==> src/rtl/pipeline_ctrl_pkg.sv <==
// Shared pipeline-control types: FSM state encoding, default memory timeout,
// and the bundle of pipeline-register/PC control bits with its canned values.
package pipeline_ctrl_pkg;

  typedef enum logic {
    RUN      = 1'b0,
    MEM_WAIT = 1'b1
  } state_e;

  localparam int DEFAULT_MEM_TIMEOUT = 256;

  typedef struct packed {
    logic pc_en;
    logic pc_sel_target;
    logic fd_en;
    logic fd_flush;
    logic ex_en;
    logic ex_bubble;
    logic mem_en;
  } ctrl_t;

  localparam ctrl_t CTRL_NORMAL = '{
    pc_en: 1'b1, pc_sel_target: 1'b0, fd_en: 1'b1, fd_flush: 1'b0,
    ex_en: 1'b1, ex_bubble: 1'b0, mem_en: 1'b1
  };

  localparam ctrl_t CTRL_FREEZE = '{
    pc_en: 1'b0, pc_sel_target: 1'b0, fd_en: 1'b0, fd_flush: 1'b0,
    ex_en: 1'b0, ex_bubble: 1'b0, mem_en: 1'b0
  };

  localparam ctrl_t CTRL_BRANCH = '{
    pc_en: 1'b1, pc_sel_target: 1'b1, fd_en: 1'b1, fd_flush: 1'b1,
    ex_en: 1'b1, ex_bubble: 1'b1, mem_en: 1'b1
  };

  // Load-use: hold PC and IF/ID, inject a bubble into ID/EX, let EX/MEM drain.
  localparam ctrl_t CTRL_LOADUSE = '{
    pc_en: 1'b0, pc_sel_target: 1'b0, fd_en: 1'b0, fd_flush: 1'b0,
    ex_en: 1'b1, ex_bubble: 1'b1, mem_en: 1'b1
  };

endpackage

==> src/rtl/pipeline_ctrl_sat_counter.sv <==
// Saturating up-counter used for the stall and flush performance counters.
module sat_counter #(
  parameter int W = 32
) (
  input  logic         clk,
  input  logic         rst,
  input  logic         inc,
  output logic [W-1:0] count
);

  logic [W-1:0] r_count;
  logic         w_full;

  assign w_full = &r_count;

  always_ff @(posedge clk) begin
    if (rst) begin
      r_count <= '0;
    end else if (inc && !w_full) begin
      r_count <= r_count + W'(1);
    end
  end

  assign count = r_count;

endmodule

==> src/rtl/pipeline_ctrl.sv <==
// Pipeline control: prioritises memory freeze, branch redirect and load-use
// stall; tracks data-memory waits with a timeout watchdog and perf counters.
module pipeline_ctrl
  import pipeline_ctrl_pkg::*;
#(
  parameter int CNT_W       = 32,
  parameter int MEM_TIMEOUT = DEFAULT_MEM_TIMEOUT,
  parameter int TO_W        = 9
) (
  input  logic             clk,
  input  logic             rst,
  input  logic             hz_stall,
  input  logic             ex_branch_taken,
  input  logic             mem_req,
  input  logic             mem_ready,
  output logic             pc_en,
  output logic             pc_sel_target,
  output logic             fd_en,
  output logic             fd_flush,
  output logic             ex_en,
  output logic             ex_bubble,
  output logic             mem_en,
  output logic             mem_err,
  output logic [CNT_W-1:0] stall_cycles,
  output logic [CNT_W-1:0] flush_count
);

  localparam logic [TO_W-1:0] TO_LIMIT = TO_W'(MEM_TIMEOUT);

  state_e          r_state;
  state_e          w_state_next;
  logic [TO_W-1:0] r_wait_cnt;
  logic [TO_W-1:0] w_wait_inc;
  logic            r_mem_err;
  logic            w_freeze;
  logic            w_branch_fire;
  ctrl_t           w_ctrl;

  always_ff @(posedge clk) begin
    if (rst) begin
      r_state <= RUN;
    end else begin
      r_state <= w_state_next;
    end
  end

  always_comb begin
    w_state_next = r_state;
    case (r_state)
      RUN:      if (mem_req && !mem_ready) w_state_next = MEM_WAIT;
      MEM_WAIT: if (mem_ready)             w_state_next = RUN;
      default:  w_state_next = RUN;
    endcase
  end

  assign w_freeze = ((r_state == RUN) && mem_req && !mem_ready) ||
                    ((r_state == MEM_WAIT) && !mem_ready);

  always_comb begin
    w_ctrl        = CTRL_NORMAL;
    w_branch_fire = 1'b0;
    if (rst) begin
      w_ctrl = CTRL_NORMAL;
    end else if (w_freeze) begin
      w_ctrl = CTRL_FREEZE;
    end else if (ex_branch_taken) begin
      w_ctrl        = CTRL_BRANCH;
      w_branch_fire = 1'b1;
    end else if (hz_stall) begin
      w_ctrl = CTRL_LOADUSE;
    end
  end

  assign pc_en         = w_ctrl.pc_en;
  assign pc_sel_target = w_ctrl.pc_sel_target;
  assign fd_en         = w_ctrl.fd_en;
  assign fd_flush      = w_ctrl.fd_flush;
  assign ex_en         = w_ctrl.ex_en;
  assign ex_bubble     = w_ctrl.ex_bubble;
  assign mem_en        = w_ctrl.mem_en;

  // Count of MEM_WAIT cycles including the current one, saturating at the limit.
  assign w_wait_inc = (r_wait_cnt == TO_LIMIT) ? r_wait_cnt : r_wait_cnt + TO_W'(1);

  always_ff @(posedge clk) begin
    if (rst) begin
      r_wait_cnt <= '0;
      r_mem_err  <= 1'b0;
    end else begin
      if (w_state_next == RUN) begin
        r_wait_cnt <= '0;
      end else if (r_state == MEM_WAIT) begin
        r_wait_cnt <= w_wait_inc;
      end
      if ((r_state == MEM_WAIT) && (w_wait_inc == TO_LIMIT)) begin
        r_mem_err <= 1'b1;
      end
    end
  end

  assign mem_err = r_mem_err;

  sat_counter #(.W(CNT_W)) u_stall_cnt (
    .clk   (clk),
    .rst   (rst),
    .inc   (!w_ctrl.pc_en),
    .count (stall_cycles)
  );

  sat_counter #(.W(CNT_W)) u_flush_cnt (
    .clk   (clk),
    .rst   (rst),
    .inc   (w_branch_fire),
    .count (flush_count)
  );

endmodule
==> config.mk <==
export PLATFORM = sky130hd
export DESIGN_NAME = pipeline_ctrl
export DESIGN_NICKNAME = d
export VERILOG_FILES = /design/src/rtl/pipeline_ctrl_pkg.sv /design/src/rtl/pipeline_ctrl_sat_counter.sv /design/src/rtl/pipeline_ctrl.sv
export SDC_FILE = /design/constraint.sdc
export NUM_CORES = 1
export LEC_CHECK = 0
export CAP_MARGIN = 40
export CORE_MARGIN = 2
export CORE_UTILIZATION = 55
export DETAILED_ROUTE_END_ITERATION = 8
export GPL_TIMING_DRIVEN = 1
export HOLD_SLACK_MARGIN = 0.15
export PLACE_DENSITY = 0.95
export REMOVE_ABC_BUFFERS = 1
export SKIP_CTS_REPAIR_TIMING = 1
export SKIP_LAST_GASP = 1
export SLEW_MARGIN = 20
export SYNTH_ARGS = -nofsm -noshare
export SYNTH_HDL_FRONTEND = slang
export SYNTH_SLANG_ARGS = --single-unit
==> constraint.sdc <==
create_clock -name clk -period 3.37 [get_ports clk]
set_clock_uncertainty 0.1 [all_clocks]
set_input_delay 1.011 -clock clk [delete_from_list [all_inputs] [get_ports clk]]
set_output_delay 1.011 -clock clk [all_outputs]
set_load 0.05 [all_outputs]
# --- Word-level counts from Yosys, hierarchy flattened ---
# Index checks and enable logic that the tools add are counted.
totals:
  register_bits: 75
  latch_bits: 0
  ramBits: 0
  rom_bits: 0
  out_inout_bits: 72
  memories: 0
classes:
  n_addsub: 3
  n_mul: 0
  div: 0
  n_lt_le_gt_ge: 0
  n_eq_ne: 2
  shifts: 0
  n_mux: 11
  n_bitwise: 2
  n_reduce_logical: 15
op_table:
  columns: ["op", "count"]
  rows:
  - ["adder 32 x 1 -> 32 bit, second input constant", 2]
  - ["AND reduction 32 bit", 2]
  - ["2-to-1 mux 7 bit", 4]
  - ["equality test 9 bit, second input constant", 2]
  - ["adder 9 x 1 -> 9 bit, second input constant", 1]
  - ["2-to-1 mux 9 bit", 1]
  - ["logical AND 1 bit", 7]
  - ["2-to-1 mux 1 bit", 5]
  - ["logical NOT 1 bit", 4]
  - ["inverter 1 bit", 2]
  - ["one-hot mux 1 bit (2 select lines)", 1]
  - ["OR reduction 2 bit", 1]
  - ["logical OR 1 bit", 1]

# --- Logic depth before layout (Yosys ltp) ---
depth:
  word_depth: 8
  depth_mapped: 9
  mapped_depth_nobuf: 6

# --- By module ---
# Synthesis repeated with hierarchy kept, for this count alone.
unflattened:
  cells_unflattened: 469
  area_unflattened_um2: 4162.7
modules_own_cells:
  columns: ["module", "instances", "cells_per_inst", "area_each_um2", "seq_area_each_um2"]
  rows:
  - ["sat_counter", 2, 191, 1721.7, 640.6]
  - ["pipeline_ctrl", 1, 87, 719.4, 220.2]

# --- Worst setup path before layout ---
# Ideal clock, no wire load.
synth_path:
  path_type: "in2out"
  start: "input port rst"
  end: "output port ex_bubble"
  arrival_ns: 2.496
  setup_slack_ns: -0.237
  path_stages: 3
  path_buffers: 2
  cell_sequence: "clkbuf_1 buf_1 nor3_1"
synth_between:
  elab_chain_cells: 1
synth_rtl:
  columns: ["element", "line", "rtl"]
  rows:
  - ["start, declared", "pipeline_ctrl.sv:11", "input logic rst,"]
  - ["2-to-1 mux 7 bit", "pipeline_ctrl.sv:62", "if (rst) begin"]
  - ["end, declared", "pipeline_ctrl.sv:21", "output logic ex_bubble,"]
# Every way passes these cells.

# --- Final worst setup path ---
layout_path:
  start: "input port ex_branch_taken"
  end: "output port fd_flush"
layout_between:
  elab_chain_cells: 3
layout_rtl:
  columns: ["element", "line", "rtl"]
  rows:
  - ["start, declared", "pipeline_ctrl.sv:13", "input logic ex_branch_taken,"]
  - ["2-to-1 mux 7 bit", "pipeline_ctrl.sv:66", "end else if (ex_branch_taken) begin"]
  - ["2-to-1 mux 7 bit", "pipeline_ctrl.sv:64", "end else if (w_freeze) begin"]
  - ["2-to-1 mux 7 bit", "pipeline_ctrl.sv:62", null]
  - ["end, declared", "pipeline_ctrl.sv:19", "output logic fd_flush,"]
# Every way passes these cells.

==> run_summary.xml <==
<?xml version="1.0" encoding="UTF-8"?>
<metrics>
  <group name="setup_path">
    <metric name="cp-end-kind" unit="">primary output</metric>
    <metric name="cp_max_fo" unit="">5</metric>
    <metric name="worst_setup_path_start_kind" unit="">primary input</metric>
    <metric name="worst_ep_required_time" unit="ns">2.26</metric>
    <metric name="ff2ff_setup_slack" unit="ns">1.01</metric>
    <metric name="cp_data_arrival_time" unit="ns">2.22</metric>
    <metric name="crit_type" unit="">in2out</metric>
    <metric name="worst_r2r_endpoint" unit="">u_flush_cnt.count[18]</metric>
    <metric name="reg2reg_depth" unit="">5</metric>
    <metric name="r2r-start" unit="">u_flush_cnt.count[4]</metric>
  </group>
  <group name="synth">
    <metric name="async_flop_share" unit="%">0</metric>
    <metric name="netlist_area" unit="sq um">4080</metric>
    <metric name="synth_seq_cells" unit="">75</metric>
    <metric name="yosysSeqAreaShare" unit="%">36.8</metric>
    <metric name="ys.warnings.count" unit="">0</metric>
    <metric name="postSynthCellCount" unit="">487</metric>
    <metric name="synth.avg_cell_area" unit="sq um">8.38</metric>
    <metric name="synthDistinctLibCells" unit="">51</metric>
    <metric name="synth-main-ff-cell" unit="">sky130_fd_sc_hd__dfxtp_1</metric>
    <metric name="synth_enable_flop_cells" unit="">0</metric>
  </group>
  <group name="global_routing">
    <metric name="grt_antenna_before_repair" unit="">0</metric>
    <metric name="grt_max_degree" unit="">56</metric>
    <metric name="number_of_global_route_vias_before_repair" unit="">3953</metric>
    <metric name="grt_util_all_layers" unit="%">26.3</metric>
    <metric name="first_pass_grt_wire_length" unit="mm">18.0</metric>
    <metric name="overflow" unit="">0</metric>
  </group>
  <group name="clocking">
    <metric name="cts.htree.levels" unit="">3</metric>
    <metric name="clock_tree_from_tritoncts" unit="">done</metric>
    <metric name="cts_made_buffers" unit="">9</metric>
    <metric name="clkLatencyLatePin" unit="ns">0.36</metric>
    <metric name="clk_pin_slew" unit="ns">0.07</metric>
    <metric name="cts_root_buf" unit="">sky130_fd_sc_hd__clkbuf_8</metric>
    <metric name="cts-root-to-sink-buffers" unit="">2</metric>
    <metric name="total_number_of_clock_tree_sinks" unit="">75</metric>
  </group>
  <group name="finish">
    <metric name="finalNonFillerCells" unit="">666</metric>
    <metric name="num_antenna_cells" unit="">0</metric>
    <metric name="final_nets" unit="">573</metric>
    <metric name="areaGrowthSynthToFinish" unit="%">28.2</metric>
    <metric name="drive_above_1_share" unit="%">11.5</metric>
  </group>
  <group name="job">
    <metric name="timing.max_cap.violations" unit="">0</metric>
  </group>
  <group name="detailed_routing">
    <metric name="detail-route-antenna-nets" unit="">0</metric>
    <metric name="viasPerCell" unit="">6.20</metric>
    <metric name="totalWireLength" unit="mm">10.6</metric>
    <metric name="drcViolationCount" unit="">0</metric>
    <metric name="wl_met1" unit="mm">4.14</metric>
    <metric name="met2_wire_length" unit="mm">5.34</metric>
    <metric name="top_layer" unit="">met4</metric>
    <metric name="route.detailed.wl_per_inst" unit="microns">16.0</metric>
    <metric name="met3_length" unit="microns">754</metric>
    <metric name="num_vias" unit="">4132</metric>
    <metric name="dr.first_iter.drc_count" unit="">294</metric>
    <metric name="first_pass_iters" unit="">5</metric>
  </group>
  <group name="die">
    <metric name="die_height" unit="microns">90.1</metric>
    <metric name="design.core.area" unit="sq um">7210</metric>
    <metric name="fp-row-count" unit="">31</metric>
    <metric name="die-area" unit="sq um">8120</metric>
    <metric name="ios" unit="">78</metric>
    <metric name="dieWidth" unit="microns">90.1</metric>
    <metric name="initial_utilization" unit="%">56.6</metric>
  </group>
  <group name="power_and_ir_drop">
    <metric name="p_leak" unit="nW">1.78</metric>
    <metric name="powerDensity" unit="nW/um^2">340</metric>
    <metric name="peakVddDrop" unit="uV">211</metric>
  </group>
  <group name="placement">
    <metric name="detailed_place_hpwl" unit="mm">7.39</metric>
    <metric name="globalplace.congestion" unit="">0.900</metric>
    <metric name="number_of_buffers_inserted_by_port_buffering" unit="">77</metric>
    <metric name="placedCellCount" unit="">651</metric>
  </group>
  <group name="sta">
    <metric name="final.period_utilization" unit="%">98.9</metric>
    <metric name="finalHoldViolCount" unit="">0</metric>
    <metric name="finalWorstPathRequiredPeriod" unit="ns">3.33</metric>
    <metric name="final-max-slew-violation-count" unit="">0</metric>
    <metric name="finalSetupViolations" unit="">0</metric>
    <metric name="worstMarginPinSlew" unit="ns">0.666</metric>
    <metric name="timing.setup.tns" unit="ns">0</metric>
    <metric name="max_freq" unit="MHz">300</metric>
    <metric name="max_slew_margin" unit="%">55.6</metric>
  </group>
  <group name="min_path">
    <metric name="hold_end" unit="">mem_err</metric>
    <metric name="hold_start" unit="">mem_err</metric>
    <metric name="holdPathStages" unit="">2</metric>
    <metric name="hold_path_class" unit="">reg2reg</metric>
  </group>
  <group name="status">
    <metric name="run_status" unit="">finished, final reports clean</metric>
  </group>
</metrics>
-- kinds of logic after synthesis --
logic type / count (synthesis) / synth area share, %
AND/OR/NAND/NOR: 238 / 33.6
AO/OA/AOI/OAI: 98 / 16.2
flip-flops: 75 / 36.8
buffers and inverters: 39 / 4.29
XOR/XNOR: 19 / 4.08
multiplexers: 14 / 3.74
adder cells (fa/ha/maj): 4 / 1.23
-- power by group --
part	internal (mW)	leakage, nW	switching, mW
Clock	0.415	0.106	0.343
Combinational	0.0474	1.07	0.0789
Sequential	0.889	0.604	0.00604
Total	1.35	1.78	0.428
-- placed cells by master, fill, tap and decap left out, drive strengths merged, types with 10 or more instances in the layout --
cell type and count:
o31ai 16, nor2b 11, xor2 10, nand2 49, nand3 27, nor2 40
nor3 14, a21oi 36, nor4 10, dfxtp 75, buf 19, mux2 10
o21ai 12, or3 11, clkdlybuf4s50 69, nand4 22, and4 14, or4 15
inv 17, and3 14
-- routing by layer --
layer / GRT usage, % / up-vias
met2: 44.7 / 193
met1: 31.5 / 1932
li1: - / 1969
met4: 13.8 / 0
met3: 5.03 / 38
met5: 0 / -
-- critical path, cell delays in order --
cell and delay, ns:
sky130_fd_sc_hd__clkdlybuf4s50_1 0.52, sky130_fd_sc_hd__nor2b_2 0.22, sky130_fd_sc_hd__nand2_1 0.13, sky130_fd_sc_hd__inv_2 0.17
sky130_fd_sc_hd__buf_12 0.16
-- stage by stage --
stage                     power (mW)  setup slack, ns  util (%)  hold WS, ns  cell area [sq um]
after global routing            1.84          -0.0237      72.5        0.400               5230
after floorplan                0.974          -0.0599         -        0.394               3970
after global placement          1.04           0.0572      69.4        0.356               5010
final                           1.78           0.0381      72.5        0.373               5230
after detailed placement        1.04           0.0145      69.4        0.355               5010
after CTS                       1.78          0.00646      72.4        0.373               5220
-- sequential cells by signal, summed over array words and instances (netlist names) --
register,count
u_flush_cnt.count,32
r_state,1
u_stall_cnt.count,32
r_wait_cnt,9
mem_err,1
-- Yosys cell counts, drive strengths merged (12+ instances only) --
cell type	instances	share of area [%]
and3	14	2.1
nand4	22	4.3
clkbuf	13	1.2
or4	15	2.8
o31ai	16	2.9
inv	16	1.5
o21ai	12	1.5
nand2	49	4.5
and4	14	3.0
a21oi	36	4.7
nand3	27	3.4
dfxtp	75	37
nor2	40	3.7
nor3	14	2.0
-- cell type report --
class / count / area, sq um
tap: 99 / 124
sequential: 75 / 1500
clock buffer: 9 / 124
clock inverter: 6 / 90.1
fill: 548 / 1990
multi-input combinational: 373 / 2410
inverter: 16 / 60.1
timing repair buffer: 88 / 918
-- how the worst max path moves through the flow --
stage	startpoint	to	depth (start not counted)
6_report	ex_branch_taken	fd_flush	5
5_1_grt	ex_branch_taken	fd_flush	5
4_1_cts	ex_branch_taken	fd_flush	5
3_5_place_dp	ex_branch_taken	fd_flush	5
3_3_place_gp	ex_branch_taken	pc_en	5
2_1_floorplan	mem_req	ex_bubble	2
Note: power is estimated with default switching activity, not from simulation.
==> patch (same flow settings) <==
Change the parameter `CNT_W` from 32 to 16.
--- a/src/rtl/pipeline_ctrl.sv
+++ b/src/rtl/pipeline_ctrl.sv
@@ -3,7 +3,7 @@
 module pipeline_ctrl
   import pipeline_ctrl_pkg::*;
 #(
-  parameter int CNT_W       = 32,
+  parameter int CNT_W       = 16,
   parameter int MEM_TIMEOUT = DEFAULT_MEM_TIMEOUT,
   parameter int TO_W        = 9
 ) (
Interface: changed (resized flush_count and stall_cycles); port bits go from 78 to 46. The function was not compared with the original's and may differ.
==> patch against the unedited design <==
Setup slack got worse by 0.037 ns. Global-route usage shrank 1.7 points. Synthesized area shrank 45%. Wire length down 49%. Non-clock buffer count is 35 lower. Die area down 44%. Sequential share of layout area increased by 0.49 points. Combinational power is 12% lower. Fmax decreased by 1.1%. Synthesized cell count is 47% lower. Sequential cell count decreased by 32. Power down 44%. Cell count fell by 46%. Cell area shrank 44%. Critical endpoint is now ex_bubble.
==> patch: results (changes against the unedited design) <==
- Peak supply drop: 0.309 mV (+47%)
- Cell family with most CP delay: buffers and inverters
- Synth Area in XOR/XNOR: 0.110 (+0.0692)
- Fill cells: 268 (-51%)
- Post-synthesis mux area share: 0.0516 (+0.0142)
- Arrival time at the worst endpoint: 2.26 ns (+0.04 ns)
- Compound-cell area share of the yosys netlist: 0.0887 (-0.0736)
- Synth cell types: 44 (-14%)
- Adder-cell area share of the yosys netlist: 0.0224 (+0.0102)
- Slowest library cell on the worst path: clkdlybuf4s50_1
- Antenna diode count: 0 (unchanged)
- Hold-critical path depth: 2 (unchanged)
- Initial antenna violation count: 0 (unchanged)
- Htree depth: 2 (-1)
- Root buf cell: clkbuf_8
- Max incr delay on CP: 0.45 ns (-0.07 ns)
- CP max FO: 5 (unchanged)
- Ys flop type: dfxtp_1
- Ys Warns: 0 (unchanged)
- Register area share after synthesis: 0.386 (+0.0181)
- Leak Pwr: 1.03 nW (-42%)
- Worst-case reg-to-reg path depth: 6 (+1)
- Via Count: 2124 (-49%)
- All-Layer GR Usage: 0.246 (-0.0171)
- First-pass GRT wire length: 8530 um (-53%)
- Post-synth ARST share: 0 (unchanged)
- CTS Buffer Depth: 2 (unchanged)
- Pre-antenna DRT Iters: 5 (unchanged)
- Share of layout cells above drive strength 1: 0.114 (-0.000632)
- Nets: 316 (-45%)
- Iter 0 DRT Violations: 174 (-41%)
- Largest net degree at the start of global routing: 22 (-61%)
- Num CTS Buffers: 5 (-4)
- Port bufs: 45 (-42%)
- Worst slew pin tran: 0.698 ns (+0.0321 ns)
- WL/cell: 15.3 um (-4.3%)
- Clock transition at the registers of the reported paths: around 0.080 ns
- Synth cell count leaders: dfxtp_1, nor2_1, xnor2_1
- Final RePlAce weighted congestion: 0.937 (+4.1%)
- Hold WC Path Type: reg -> reg
- Main area contributors after synthesis: dfxtp_1, xnor2_1, nor2_1, mux2i_1, xor2_1
- Outcome: finished clean
- Insertion delay to the later sink of the worst-skew pair: 0.30 ns (-0.06 ns)
- Vias in the first global route: 1912 (-52%)
- Hpwl dp: 3880 um (-48%)
## patch: cell count changes after synthesis, moves of 10 or more
cell and change:
nand2_1 -34, dfxtp_1 -32, a21oi_1 -30, nand3_1 -16, o31ai_1 -15, or4_1 -15, and3_1 -10, and4_1 -10
## patch: cells by family after synthesis
logic type	count (synthesis)
and+or+nand+nor	124
DFF	43
xor gates and xnor gates	28
AOI/OAI and AO/OA	26
buffers and inverters	20
muxes	11
adders and majority gates	4
## patch: path summary, 6_finish.rpt
| path | slack (ns) | endpoint | startpoint |
|---|---|---|---|
| setup / recovery | 0.001 | ex_bubble | mem_req |
| hold / removal | 0.38 | mem_err | mem_err |
| setup reg to reg | 1.05 | u_flush_cnt.count[3] | u_flush_cnt.count[0] |
| hold reg to reg | 0.38 | mem_err | mem_err |
## patch: through the flow
stage          power, mW  cell area, um^2  worst slack [ns]  instances
2_1_floorplan      0.581             2180           -0.0749        246
3_3_place_gp       0.634             2820            0.0353        347
3_5_place_dp       0.636             2820           0.00868        347
4_1_cts            0.993             2930           -0.0192        355
5_1_grt             1.03             2950           -0.0923        357
6_report           0.996             2950           0.00123        357
## patch: metal layers
metal	part of all wire	global-route usage	vias to the layer above
met5	0	0	-
met3	0.062	0.0583	22
met4	0.026	0.135	0
met2	0.50	0.393	105
met1	0.42	0.303	997
li1	-	-	1000
## patch: power breakdown
part | total (mW) | internal (mW) | switching (mW) | leakage (nW)
logic | 0.111 | 0.0478 | 0.0637 | 0.634
clock network | 0.367 | 0.186 | 0.180 | 0.0505
registers | 0.518 | 0.511 | 0.00655 | 0.347
total | 0.996 | 0.746 | 0.250 | 1.03
## patch: area by class of cell
| type | count | area, um^2 | area share |
|---|---|---|---|
| Timing Repair Buffer | 53 | 593 | 0.201 |
| Inverter | 10 | 37.5 | 0.0127 |
| Sequential cell | 43 | 861 | 0.292 |
| Clock inverter | 1 | 7.51 | 0.00255 |
| Multi-Input combinational cell | 193 | 1290 | 0.438 |
| Clock buffer | 7 | 96.3 | 0.0327 |
| Tap cell | 50 | 62.6 | 0.0212 |
## patch: tightest hold or removal path: stages, from the launching register on
cell and delay, ns:
dfxtp_1 0.33, inv_1 0.05, a211oi_1 0.05
